### config.mk
export PLATFORM = sky130hd
export DESIGN_NAME = fast_pixel_scheduler
export DESIGN_NICKNAME = d
export VERILOG_FILES = /design/src/rtl/fast_pkg.sv /design/src/rtl/fast_row_credit.sv /design/src/rtl/fast_pixel_scheduler.sv
export SDC_FILE = /design/constraint.sdc
export NUM_CORES = 1
export LEC_CHECK = 0
export ABC_CLOCK_PERIOD_IN_PS = 5400
export CAP_MARGIN = 20
export CORE_MARGIN = 2
export CORE_UTILIZATION = 59
export CTS_BUF_LIST = sky130_fd_sc_hd__clkbuf_2 sky130_fd_sc_hd__clkbuf_4 sky130_fd_sc_hd__clkbuf_8
export DETAILED_ROUTE_END_ITERATION = 16
export PLACE_DENSITY = 0.88
export SKIP_CTS_REPAIR_TIMING = 1
export SYNTH_ARGS = -nofsm -noshare
export SYNTH_HDL_FRONTEND = slang
export SYNTH_SLANG_ARGS = --single-unit
### constraint.sdc
create_clock -name clk -period 5.4 [get_ports clk]
set_input_delay 1.08 -clock clk [delete_from_list [all_inputs] [get_ports clk]]
set_output_delay 1.08 -clock clk [all_outputs]
set_load 0.03 [all_outputs]
### src/rtl/fast_pkg.sv
// Shared types and constants for the FAST corner scheduling slice.
package fast_pkg;

  localparam int unsigned FAST_RADIUS = 3;

  typedef enum logic [2:0] {
    IDLE,
    WAIT_ROW,
    ISSUE,
    WAIT_FAST,
    EMIT,
    DONE
  } fast_sched_state_t;

  // Corner record handed to the orientation/descriptor stage.
  typedef struct packed {
    logic [15:0] x;
    logic [15:0] y;
    logic [7:0]  score;
  } corner_rec_t;

endpackage

### src/rtl/fast_row_credit.sv
// Counts filtered rows resident in the line buffer; saturates at HEIGHT.
module fast_row_credit #(
  parameter int unsigned HEIGHT = 400,
  parameter int unsigned R_W    = $clog2(HEIGHT + 1)
) (
  input  logic           clk,
  input  logic           rst,
  input  logic           load,
  input  logic           load_val,
  input  logic           inc,
  output logic [R_W-1:0] rows_rcvd
);

  // Load on frame arm, otherwise count row arrivals up to HEIGHT.
  always_ff @(posedge clk) begin
    if (rst) begin
      rows_rcvd <= '0;
    end else if (load) begin
      rows_rcvd <= R_W'(load_val);
    end else if (inc && (rows_rcvd < R_W'(HEIGHT))) begin
      rows_rcvd <= rows_rcvd + R_W'(1);
    end
  end

endmodule

### src/rtl/fast_pixel_scheduler.sv
// Walks one frame in raster order, issuing FAST evaluations once the 7-row
// window is resident and streaming corner records downstream.
module fast_pixel_scheduler
  import fast_pkg::*;
#(
  parameter int unsigned WIDTH  = 400,
  parameter int unsigned HEIGHT = 400,
  parameter int unsigned RADIUS = FAST_RADIUS,
  parameter int unsigned X_W    = $clog2(WIDTH),
  parameter int unsigned Y_W    = $clog2(HEIGHT)
) (
  input  logic           clk,
  input  logic           rst,
  input  logic           frame_start,
  input  logic           row_ready,
  output logic           fast_start,
  output logic [X_W-1:0] fast_x,
  output logic [Y_W-1:0] fast_y,
  input  logic           fast_done,
  input  logic           fast_is_corner,
  input  logic [7:0]     fast_score,
  output logic           corner_valid,
  input  logic           corner_ready,
  output logic [X_W-1:0] corner_x,
  output logic [Y_W-1:0] corner_y,
  output logic [7:0]     corner_score,
  output logic           busy,
  output logic           frame_done,
  output logic [15:0]    corner_count
);

  localparam int unsigned R_W = $clog2(HEIGHT + 1);
  localparam logic [X_W-1:0] X_FIRST = X_W'(RADIUS);
  localparam logic [X_W-1:0] X_LAST  = X_W'(WIDTH - RADIUS - 1);
  localparam logic [Y_W-1:0] Y_FIRST = Y_W'(RADIUS);
  localparam logic [Y_W-1:0] Y_LAST  = Y_W'(HEIGHT - RADIUS - 1);

  fast_sched_state_t state;
  logic [X_W-1:0]    x;
  logic [Y_W-1:0]    y;
  logic [R_W-1:0]    rows_rcvd;
  logic              row_avail;
  logic              advance;

  fast_row_credit #(
    .HEIGHT (HEIGHT),
    .R_W    (R_W)
  ) u_row_credit (
    .clk       (clk),
    .rst       (rst),
    .load      ((state == IDLE) && frame_start),
    .load_val  (row_ready),
    .inc       ((state != IDLE) && row_ready),
    .rows_rcvd (rows_rcvd)
  );

  assign row_avail = 32'(rows_rcvd) >= (32'(y) + RADIUS + 32'd1);
  assign advance   = ((state == WAIT_FAST) && fast_done && !fast_is_corner) ||
                     ((state == EMIT) && corner_ready);
  assign busy      = (state != IDLE);

  // Frame sequencer with registered outputs.
  always_ff @(posedge clk) begin
    if (rst) begin
      state        <= IDLE;
      x            <= '0;
      y            <= '0;
      fast_start   <= 1'b0;
      fast_x       <= '0;
      fast_y       <= '0;
      corner_valid <= 1'b0;
      corner_x     <= '0;
      corner_y     <= '0;
      corner_score <= '0;
      frame_done   <= 1'b0;
      corner_count <= '0;
    end else begin
      fast_start <= 1'b0;
      frame_done <= 1'b0;
      unique case (state)
        IDLE: begin
          if (frame_start) begin
            x            <= X_FIRST;
            y            <= Y_FIRST;
            corner_count <= '0;
            state        <= WAIT_ROW;
          end
        end
        WAIT_ROW: begin
          if (row_avail) begin
            state      <= ISSUE;
            fast_start <= 1'b1;
            fast_x     <= x;
            fast_y     <= y;
          end
        end
        ISSUE: state <= WAIT_FAST;
        WAIT_FAST: begin
          if (fast_done && fast_is_corner) begin
            corner_valid <= 1'b1;
            corner_x     <= x;
            corner_y     <= y;
            corner_score <= fast_score;
            state        <= EMIT;
          end
        end
        EMIT: begin
          if (corner_ready) begin
            corner_valid <= 1'b0;
            if (corner_count != '1) corner_count <= corner_count + 16'd1;
          end
        end
        DONE:    state <= IDLE;
        default: state <= IDLE;
      endcase
      // Pixel advance is shared by WAIT_FAST and EMIT; these later
      // assignments take precedence over the per-state ones above.
      if (advance) begin
        if (x < X_LAST) begin
          x          <= x + X_W'(1);
          state      <= ISSUE;
          fast_start <= 1'b1;
          fast_x     <= x + X_W'(1);
          fast_y     <= y;
        end else if (y == Y_LAST) begin
          state      <= DONE;
          frame_done <= 1'b1;
        end else begin
          x     <= X_FIRST;
          y     <= y + Y_W'(1);
          state <= WAIT_ROW;
        end
      end
    end
  end

endmodule

# --- Word-level counts from Yosys, hierarchy flattened ---
# Cells that the tools add are included.
# W data, S select, Z words.
op_classes:
  n_addsub: 6
  eq_ne: 14
  mux: 39
  magnitude_cmp: 3
  bitwise: 1
  reduce_logical: 20
ops:
  columns: ["operator", "count"]
  rows:
  - ["$mux W9", 18]
  - ["$mux W16", 3]
  - ["$pmux W16 S2", 1]
  - ["$add A9 B1 Y9 const B", 3]
  - ["$lt A9 B9 Y1 const B", 2]
  - ["$mux W3", 6]
  - ["$add A16 B1 Y16 const B", 1]
  - ["$ne A16 B16 Y1 const B", 1]
  - ["$pmux W3 S5", 1]
  - ["$add A10 B1 Y11 const B", 1]
  - ["$ge A9 B11 Y1", 1]
  - ["$add A9 B2 Y10 const B", 1]
  - ["$eq A9 B9 Y1 const B", 1]
  - ["$mux W1", 9]
  - ["$reduce_and A4 Y1", 2]
  - ["$logic_and A1 B1 Y1", 7]
  - ["$eq A3 B2 Y1 const B", 2]
  - ["$ne A2 B2 Y1 const B", 3]
  - ["$ne A3 B3 Y1 const B", 2]
  - ["$reduce_bool A2 Y1", 3]
  - ["$ne A2 B1 Y1 const B", 2]
  - ["$eq A3 B1 Y1 const B", 1]
  - ["$eq A3 B3 Y1 const B", 1]
  - ["$logic_not A3 Y1", 1]
  - ["10 further kinds", 10]
totals:
  output_inout_bits: 64
  register_bits: 93

# --- Longest topological paths before layout ---
depth:
  word_depth: 7
  mapped_depth: 11

# --- Modules after synthesis ---
# Synthesis repeated with hierarchy kept, for this count alone.
hier_totals:
  cells_unflattened: 566
  hier_area_um2: 4628.2
modules_own_cells:
  columns: ["module", "area_each_um2", "instances", "cells_per_inst", "seq_area_each_um2"]
  rows:
  - ["fast_pixel_scheduler", 4156.5, 1, 514, 1681.6]
  - ["fast_row_credit", 471.7, 1, 52, 180.2]

# --- Worst setup path before layout ---
# No wires, ideal clock.
synth_path:
  kind: "register to register"
  startpoint: "register y[2]"
  endpoint: "register fast_x[8]"
  n_path_buf: 0
  slack_ns: 2.791
  t_required_ns: 5.279
  stages_incl_launch_ff: 11
  arrival_time_ns: 2.488
  cell_sequence: "dfxtp_1 > ha_1 > and3_1 > nand3_1 > xor2_1 > ha_1 > a211oi_1 > o211a_1 > o21ai_0 > a21oi_2 > mux2_2"
synth_between:
  elab_chain_len: 7
synth_lines:
  columns: ["element", "line_no", "rtl"]
  rows:
  - ["start, declared", "fast_pixel_scheduler.sv:40", "logic [Y_W-1:0] y;"]
  - ["start signal, assigned", "fast_pixel_scheduler.sv:130", "y <= y + Y_W'(1);"]
  - ["$add A9 B2 Y10 *", "fast_pixel_scheduler.sv:57", "assign row_avail = 32'(rows_rcvd) >= (32'(y) + RADIUS + 32'd1);"]
  - ["$add A10 B1 Y11 *", "fast_pixel_scheduler.sv:57", null]
  - ["$ge A9 B11 Y1 *", "fast_pixel_scheduler.sv:57", null]
  - ["$mux W9 *", "fast_pixel_scheduler.sv:90", "if (row_avail) begin"]
  - ["$mux W9 *", "fast_pixel_scheduler.sv:80", "unique case (state)"]
  - ["$mux W9", "fast_pixel_scheduler.sv:119", "if (x < X_LAST) begin"]
  - ["$mux W9 *", "fast_pixel_scheduler.sv:118", "if (advance) begin"]
  - ["end signal, assigned", "fast_pixel_scheduler.sv:123", "fast_x <= x + X_W'(1);"]
  - ["end, declared", "fast_pixel_scheduler.sv:17", "output logic [X_W-1:0] fast_x,"]
# Every way passes the cells marked *; elsewhere a longest branch is shown, timed or not.
# A chain may end at the register's enable or synchronous reset.

# --- Final worst setup path ---
# Same ends and word-level chain as after synthesis.

==> reports/metrics.cfg <==
[routing]
routed_wl_um=11600
route.vias.total=4236
wl_per_cell_um=16.7
drt_iter0_markers=321
drc_errors=0
drtPass1Iterations=5
ant_nets=0
viasPerCell=6.07

[synth]
synth.top_cell.area_share_pct=41.2
syn-instance-count=536
ys_seq_area_share_pct=41.2
async_flop_share_pct=0
synthDistinctLibCells=70
netlist_area_um2=4520
synth_edf_count=0
ys_warn_count=0
yosys_most_used_dff=dfxtp_1
synth_area_leaders=dfxtp_1, nand2_1, a21oi_1
synth_top_area_cell=dfxtp_1
synth-seq-cells=93
syn_area_per_cell_um2=8.43
syn-num-nets=566

[place]
hpwl_um=8180
gp_congestion=0.900
postPlaceCellArea_um2=5290
portBuffers=78
preCtsSetupSlack_ns=1.67
dpl.cell_count=682

[clock_tree]
path_clk_slew_ns=0.10
htree_num_levels=3
cts_buffer_depth=2
cts_buffers=9
clock_latency_ns=0.36
cts_root_buffer=clkbuf_8
cts_sinks=93
cts_tree=done

[sta]
whs_ns=0.462
fmax_mhz=279
timing.final.ws_setup_ns=1.81
min_period_ns=3.59
setup-tns-final_ns=0
finalCritPeriodShare_pct=66.4
fin_skew_ns=0.0160
rsz0062_at_grt=false
maxSlewViolCount=0
finalSetupViolCount=0
hold_violations=0
tightestPinTransition_ns=1.04
max_slew_margin_pct=30.4

[global_routing]
grt_overflow_total=0
grt_max_degree=36
grt_pass1_vias=4028
antenna_found_initial=0
grt_pass1_wl_um=19100
grtUsageTotal_pct=27.5

[power_and_ir_drop]
p_leak_nw=1.91
cellPowerDensity_nw_per_um2=227
irDropWorstVdd_mv=0.198
power.total_mw=1.25

[setup_path]
start_kind=register
cp_data_arrival_time_ns=3.84
path_class=register to register
reg2regPathDepth=10
crit_required_ns=5.66
r2r_slack_ns=1.81
end_kind=register
crit_fanout=12

[floorplanning]
core-area_um2=7330
start_util_pct=61.6
chipHeight_um=91.5
rows=31
pin_count=79
die_width_um=91.5
dieArea_um2=8380

[run_status]
outcome=finished, final reports clean

[layout]
fin_util_pct=74.9
fin_nets=624
finalInstanceArea_um2=5490
antenna_cells=0
drive_above_1_share_pct=6.51
area_delta_synth_final_pct=21.5
fin_cells=698

[hold_path]
holdPathStages=2
hold_class=register to register

[run]
max-cap-violations=0

[synthesized netlist by cell type, types with 7 or more instances]
master / n
o21ai_0: 19
inv_1: 12
buf_2: 9
nand3_1: 14
nor2_1: 36
nand2_1: 96
a21oi_1: 40
or3_1: 8
mux2i_1: 10
nor3_1: 8
o21a_1: 7
clkbuf_1: 21
nand4_1: 15
and3_1: 9
ha_1: 15
dfxtp_1: 93
xor2_1: 14
o2111ai_1: 9
[registers in the layout, indices dropped and copies added (netlist names), 3 cells and up]
register                count
corner_count               16
u_row_credit.rows_rcvd      9
y                           9
corner_y                    9
state                       3
x                           9
fast_y                      9
corner_x                    9
fast_x                      9
corner_score                8
[worst max-delay path, cell delays in order (launching register included)]
cell	delay, ns
dfxtp_1	0.48
ha_1	0.27
and3_1	0.23
nand3_1	0.12
xor2_1	0.17
ha_1	0.31
a211oi_1	0.27
o211a_1	0.22
o21ai_0	0.27
a21oi_2	0.73
mux2_2	0.41
[routing by layer]
metal  share of wire, %  wire length, um  global-route usage [%]  vias up
met3                5.3              614                    2.90       13
met4               0.94              110                    8.33        0
met1                 43             5030                    36.7     2028
met2                 51             5890                    46.9      153
met5                  0                0                       0        -
li1                   -                -                       -     2042
[power by group]
part / total (mW) / internal, mW / switching (mW) / leakage (nW)
sequential: 0.697 / 0.690 / 0.00752 / 0.750
combinational: 0.0706 / 0.0250 / 0.0456 / 1.06
clock: 0.481 / 0.223 / 0.258 / 0.101
total: 1.25 / 0.937 / 0.311 / 1.91
[layout make-up]
type	count	area [um^2]
clock buffers	10	131
clock inverters	6	68.8
fillers	519	1840
inverters	12	45.0
multi-input cells	397	2460
flip-flops and latches	93	1860
well taps	99	124
repair buffers	81	798
[cells in the final DEF (no fill, tap or decap), types with 6 or more instances in the layout]
| cell | count |
|---|---|
| nor2_1 | 36 |
| nand4_1 | 15 |
| o31ai_1 | 6 |
| xor2_1 | 14 |
| and3_1 | 9 |
| nand2_1 | 96 |
| or3_1 | 8 |
| clkbuf_8 | 9 |
| o2111ai_1 | 9 |
| mux2i_1 | 10 |
| a21oi_1 | 40 |
| ha_1 | 15 |
| o21a_1 | 7 |
| nand3_1 | 14 |
| clkdlybuf4s50_1 | 77 |
| o21ai_0 | 19 |
| dfxtp_1 | 93 |
| nor3_1 | 8 |
| inv_1 | 12 |
[path summary, 6_finish.rpt]
kind                       to         from
hold reg to reg   corner_x[3]  corner_x[3]
setup / recovery    fast_x[8]         y[2]
setup reg to reg    fast_x[8]         y[2]
hold / removal    corner_x[3]  corner_x[3]
[cells by family (layout without fill, tap and decap cells)]
logic type      Yosys count  count (layout)  share of synthesized area (%)
flops                    93              93                           41.2
simple gates            224             224                           24.4
buf+inv                  46             109                           4.37
mux                      12              12                           2.71
xor+xnor                 18              18                           3.49
compound gates          128             128                           19.7
fa+ha+maj                15              15                           4.15
No activity file was read; power rests on OpenSTA's default activity.
==> variant 1 (same flow settings) <==
`HEIGHT` is set to 400 in 2 places; all go to 1600.
--- a/src/rtl/fast_row_credit.sv
+++ b/src/rtl/fast_row_credit.sv
@@ -1,6 +1,6 @@
 // Counts filtered rows resident in the line buffer; saturates at HEIGHT.
 module fast_row_credit #(
-  parameter int unsigned HEIGHT = 400,
+  parameter int unsigned HEIGHT = 1600,
   parameter int unsigned R_W    = $clog2(HEIGHT + 1)
 ) (
   input  logic           clk,
--- a/src/rtl/fast_pixel_scheduler.sv
+++ b/src/rtl/fast_pixel_scheduler.sv
@@ -4,7 +4,7 @@
   import fast_pkg::*;
 #(
   parameter int unsigned WIDTH  = 400,
-  parameter int unsigned HEIGHT = 400,
+  parameter int unsigned HEIGHT = 1600,
   parameter int unsigned RADIUS = FAST_RADIUS,
   parameter int unsigned X_W    = $clog2(WIDTH),
   parameter int unsigned Y_W    = $clog2(HEIGHT)
Interface: changed (resized corner_y and fast_y); port bits go from 79 to 83. No check against the original RTL was run, so the function may have changed too.
==> variant 1 against the unedited design <==
Synthesized cell count up 15%. Worst setup slack better by 38 ps. Utilization down 4.1 points. Global-route usage down 0.78 points. Via count up 12%. Critical path type unchanged. Routed wire length up 9.2%. Sequential cell count up 8. Highest routed layer unchanged. Synthesized area up 14%. Design area up 11%.
Power is not compared: it rests on default switching activity, and its combinational part moved more than twofold at a synthesized area within 25%.
==> variant 1: results <==
set metrics [dict create \
    peakVddDrop_mv 0.158 \
    dr.first_iter.drc_count 308 \
    crit_arrival_ps 3850 \
    core_sq_mm 0.00859 \
    met1Wirelength_mm 5.41 \
    synthTopCellsByCount "nand2_1, dfxtp_1, a21oi_1, nor2_1, nand3_1" \
    drive_gt1_frac 0.0597 \
    final-instance-count-excl-fill 778 \
    syn_inst 615 \
    via_count 4734 \
    yosysUniqueCellTypes 72 \
    grt_usage 0.267 \
    post-place-ws_ps 1790 \
    syn_nets 648 \
    grt_pass1_vias 4550 \
    seq_area_frac_synth 0.393 \
    worst_pin_slew_ps 962 \
    gp_congestion 0.903 \
    synth_area_leaders "dfxtp_1, nand2_1, a21oi_1, ha_1, mux2i_1" \
    hpwl_mm 8.76 \
    finalNetCount 698 \
    dp_cells 761 \
    grt_max_degree 63 \
    io_buffers 82 \
    insertion_delay_ps 380 \
    clock_skew_ps 15.5 \
    overflow 0 \
    grt_pass1_wl_mm 21.4 \
    met2WireLength_mm 6.33 \
    wl_mm 12.7 \
    status "complete, no violations" \
]
-- variant 1: changes by cell type after synthesis, sizes merged, moves of 4 or more --
cell,delta
nand2,+18
buf,+15
a21oi,+12
nand3,+12
dfxtp,+8
a211oi,+6
mux2i,+6
nor2,-6
o21ai,+6
or3,+6
o2111ai,-5
o21a,-4
xnor2,+4
-- variant 1: worst max-delay path, stage by stage (launching register included) --
cell,delay [ps]
dfxtp_1,550
ha_1,260
nand3_4,120
nor2_1,140
nand2_1,110
xor2_1,180
ha_1,310
a211oi_1,230
o21ai_0,120
a211o_1,450
a21oi_2,750
mux2i_1,260
-- variant 1: final cells by class --
type	count	area, sq um
Multi-Input combinational cell	456	2830
Tap cell	108	135
Sequential cell	101	2020
Inverter	11	41.3
Fill cell	670	2510
Clock inverter	7	72.6
Timing Repair Buffer	86	853
Clock buffer	9	124
-- variant 1: stage by stage --
| stage | power, mW | instance area (sq um) | hold slack, ps |
|---|---|---|---|
| floorplan | 1.06 | 5150 | 463 |
| global placement | 1.12 | 5870 | 442 |
| detailed placement | 1.13 | 5870 | 448 |
| CTS | 1.59 | 6060 | 463 |
| global route | 1.66 | 6080 | 481 |
| finish | 1.60 | 6080 | 461 |
-- variant 1: power by group through the flow --
stage | logic [mW] | clock network, mW | registers, mW
after global routing | 0.337 | 0.509 | 0.819
after CTS | 0.302 | 0.481 | 0.812
after floorplan | 0.244 | 0 | 0.814
final | 0.307 | 0.479 | 0.815
after detailed placement | 0.299 | 0 | 0.829
after global placement | 0.290 | 0 | 0.828
-- variant 1: cell families (layout without fill, tap and decap cells) --
group,Yosys count,in the layout,share of synthesized area
XOR/XNOR,20,20,0.0340
AO/OA/AOI/OAI,142,142,0.180
AND/OR/NAND/NOR,260,260,0.261
flip-flops,101,101,0.393
multiplexers,16,16,0.0311
buffers and inverters,58,113,0.0578
adder cells (fa/ha/maj),18,18,0.0437
-- variant 1: per-layer routing --
metal | vias to the layer above | GRT usage
li1 | 2300 | -
met1 | 2241 | 0.355
met2 | 178 | 0.453
met3 | 15 | 0.0317
met4 | 0 | 0.0887
met5 | - | 0
-- variant 1: final timing paths --
check                    from  cells past startpoint  slack [ps]     endpoint
hold reg to reg   corner_y[8]                      2         460  corner_y[8]
setup reg to reg         y[2]                     11        1850    fast_y[5]
setup / recovery         y[2]                     11        1850    fast_y[5]
hold / removal    corner_y[8]                      2         460  corner_y[8]
==> variant 2 (same settings) <==
Made on the original files. Encoding of `fast_sched_state_t`: now one-hot (6 bits for 6 states).
--- a/src/rtl/fast_pkg.sv
+++ b/src/rtl/fast_pkg.sv
@@ -3,13 +3,13 @@
 
   localparam int unsigned FAST_RADIUS = 3;
 
-  typedef enum logic [2:0] {
-    IDLE,
-    WAIT_ROW,
-    ISSUE,
-    WAIT_FAST,
-    EMIT,
-    DONE
+  typedef enum logic [5:0] {
+    IDLE      = 6'b000001,
+    WAIT_ROW  = 6'b000010,
+    ISSUE     = 6'b000100,
+    WAIT_FAST = 6'b001000,
+    EMIT      = 6'b010000,
+    DONE      = 6'b100000
   } fast_sched_state_t;
 
   // Corner record handed to the orientation/descriptor stage.
Behaviour: same outputs for any inputs over 10 cycles, from zero or initial values and one cycle with rst high; not proved beyond that.
==> variant 2 against the unedited design <==
Sequential cell count up 3. Worst setup slack gained 270 ps. Design area up 4.5%. Total power rose by 9.3%. Routed wire length up 0.40%. Synthesized area rose by 4.3%. Global-route usage is 0.27 points higher. Largest cell class unchanged. Highest routed layer unchanged.
==> variant 2: results <==
set metrics [dict create \
    path_max_fanout 8 \
    numCtsBuffers 9 \
    syn_nets 610 \
    top_register "corner_count" \
    h-tree-depth 3 \
    cts_root_buffer "clkbuf_8" \
    synth_ff_type "dfxtp_1" \
    yosysUniqueCellTypes 66 \
    worst_pin_slew_ps 938 \
    peakVddDrop_mv 0.162 \
    antenna_found_initial 0 \
    p_comb_mw 0.116 \
    hold_depth 2 \
    r2r_slack_ps 2280 \
    yosys_warnings 0 \
    pg_clk_mw 0.517 \
    crit_family "simple AND/OR/NAND/NOR gates" \
    grt_usage 0.278 \
    p_sw_mw 0.345 \
    insertion_delay_ps 360 \
    largest_reg_flops 16 \
    grt_pass1_wl_mm 19.7 \
    synthTopCellsByCount "nand2_1, dfxtp_1, a21oi_1, nor2_1" \
    wl_mm 11.7 \
    crit_path_max_incr_delay_ps 610 \
    async_flop_share 0 \
    r2r_cells 10 \
    cts_buffer_depth 2 \
    p_leak_nw 2.01 \
    antenna_cells 0 \
    via_count 4464 \
    gp_congestion 0.924 \
    dr.first_iter.drc_count 390 \
    finalNetCount 673 \
    finalSetupTns_ps 0 \
    grt_pass1_vias 4235 \
    hold_class "flop to flop" \
    crit_arrival_ps 2240 \
    seq_area_frac_synth 0.408 \
    cp_slowest_cell "clkdlybuf4s50_1" \
    p_per_area_mw_per_mm2 238 \
    drt-pass1-iter-count 5 \
    clock_skew_ps 12.5 \
    status "complete, no violations" \
    io_buffers 78 \
    synth_area_leaders "dfxtp_1, nand2_1, a21oi_1, ha_1, nor2_1" \
    path_clk_slew_ps 100 \
    drive_gt1_frac 0.0510 \
    grt_max_degree 58 \
    hpwl_mm 8.36 \
]
-- variant 2: final timing paths --
path                     from          end
setup / recovery     state[2]         busy
hold / removal    corner_x[7]  corner_x[7]
setup reg to reg         y[2]    fast_x[4]
hold reg to reg   corner_x[7]  corner_x[7]
-- variant 2: kinds of logic (layout without fill, tap and decap cells) --
group                    Yosys count  after routing  share of synthesized area
adder cells (fa/ha/maj)           15             15                     0.0398
AO/OA/AOI/OAI                    137            137                      0.187
buffers and inverters             43            110                     0.0382
XOR/XNOR                          15             15                     0.0279
flip-flops                        96             96                      0.408
AND/OR/NAND/NOR                  264            264                      0.279
multiplexers                      10             10                     0.0212
-- variant 2: per-layer routing --
metal / part of all wire / GRT usage / vias up
met2: 0.48 / 0.476 / 159
met5: 0 / 0 / -
met3: 0.065 / 0.0500 / 19
met1: 0.44 / 0.359 / 2064
li1: - / - / 2222
met4: 0.015 / 0.0772 / 0
-- variant 2: per-stage QoR --
stage / setup WS, ps / hold WS (ps) / instances / cell area [sq um] / utilization
floorplan: 2830 / 459 / 580 / 4710 / -
global placement: 2000 / 441 / 733 / 5510 / 0.713
detailed placement: 2130 / 448 / 734 / 5520 / 0.714
CTS: 2110 / 461 / 749 / 5740 / 0.742
global route: 2040 / 481 / 749 / 5740 / 0.742
finish: 2080 / 459 / 749 / 5740 / 0.742
-- variant 2: layout make-up --
class                   count  area, sq um
multi-input cells         441         2610
fillers                   592         1990
flip-flops and latches     96         1920
repair buffers             83          813
well taps                 102          128
clock buffers               9          124
clock inverters             6         91.3
inverters                  12         45.0
-- variant 2: tightest hold or removal path: cells and delay by family, from the launching register on --
family	cells	cell delay (ps)
DFF	1	320
and+or+nand+nor	1	50
AOI/OAI and AO/OA	1	50
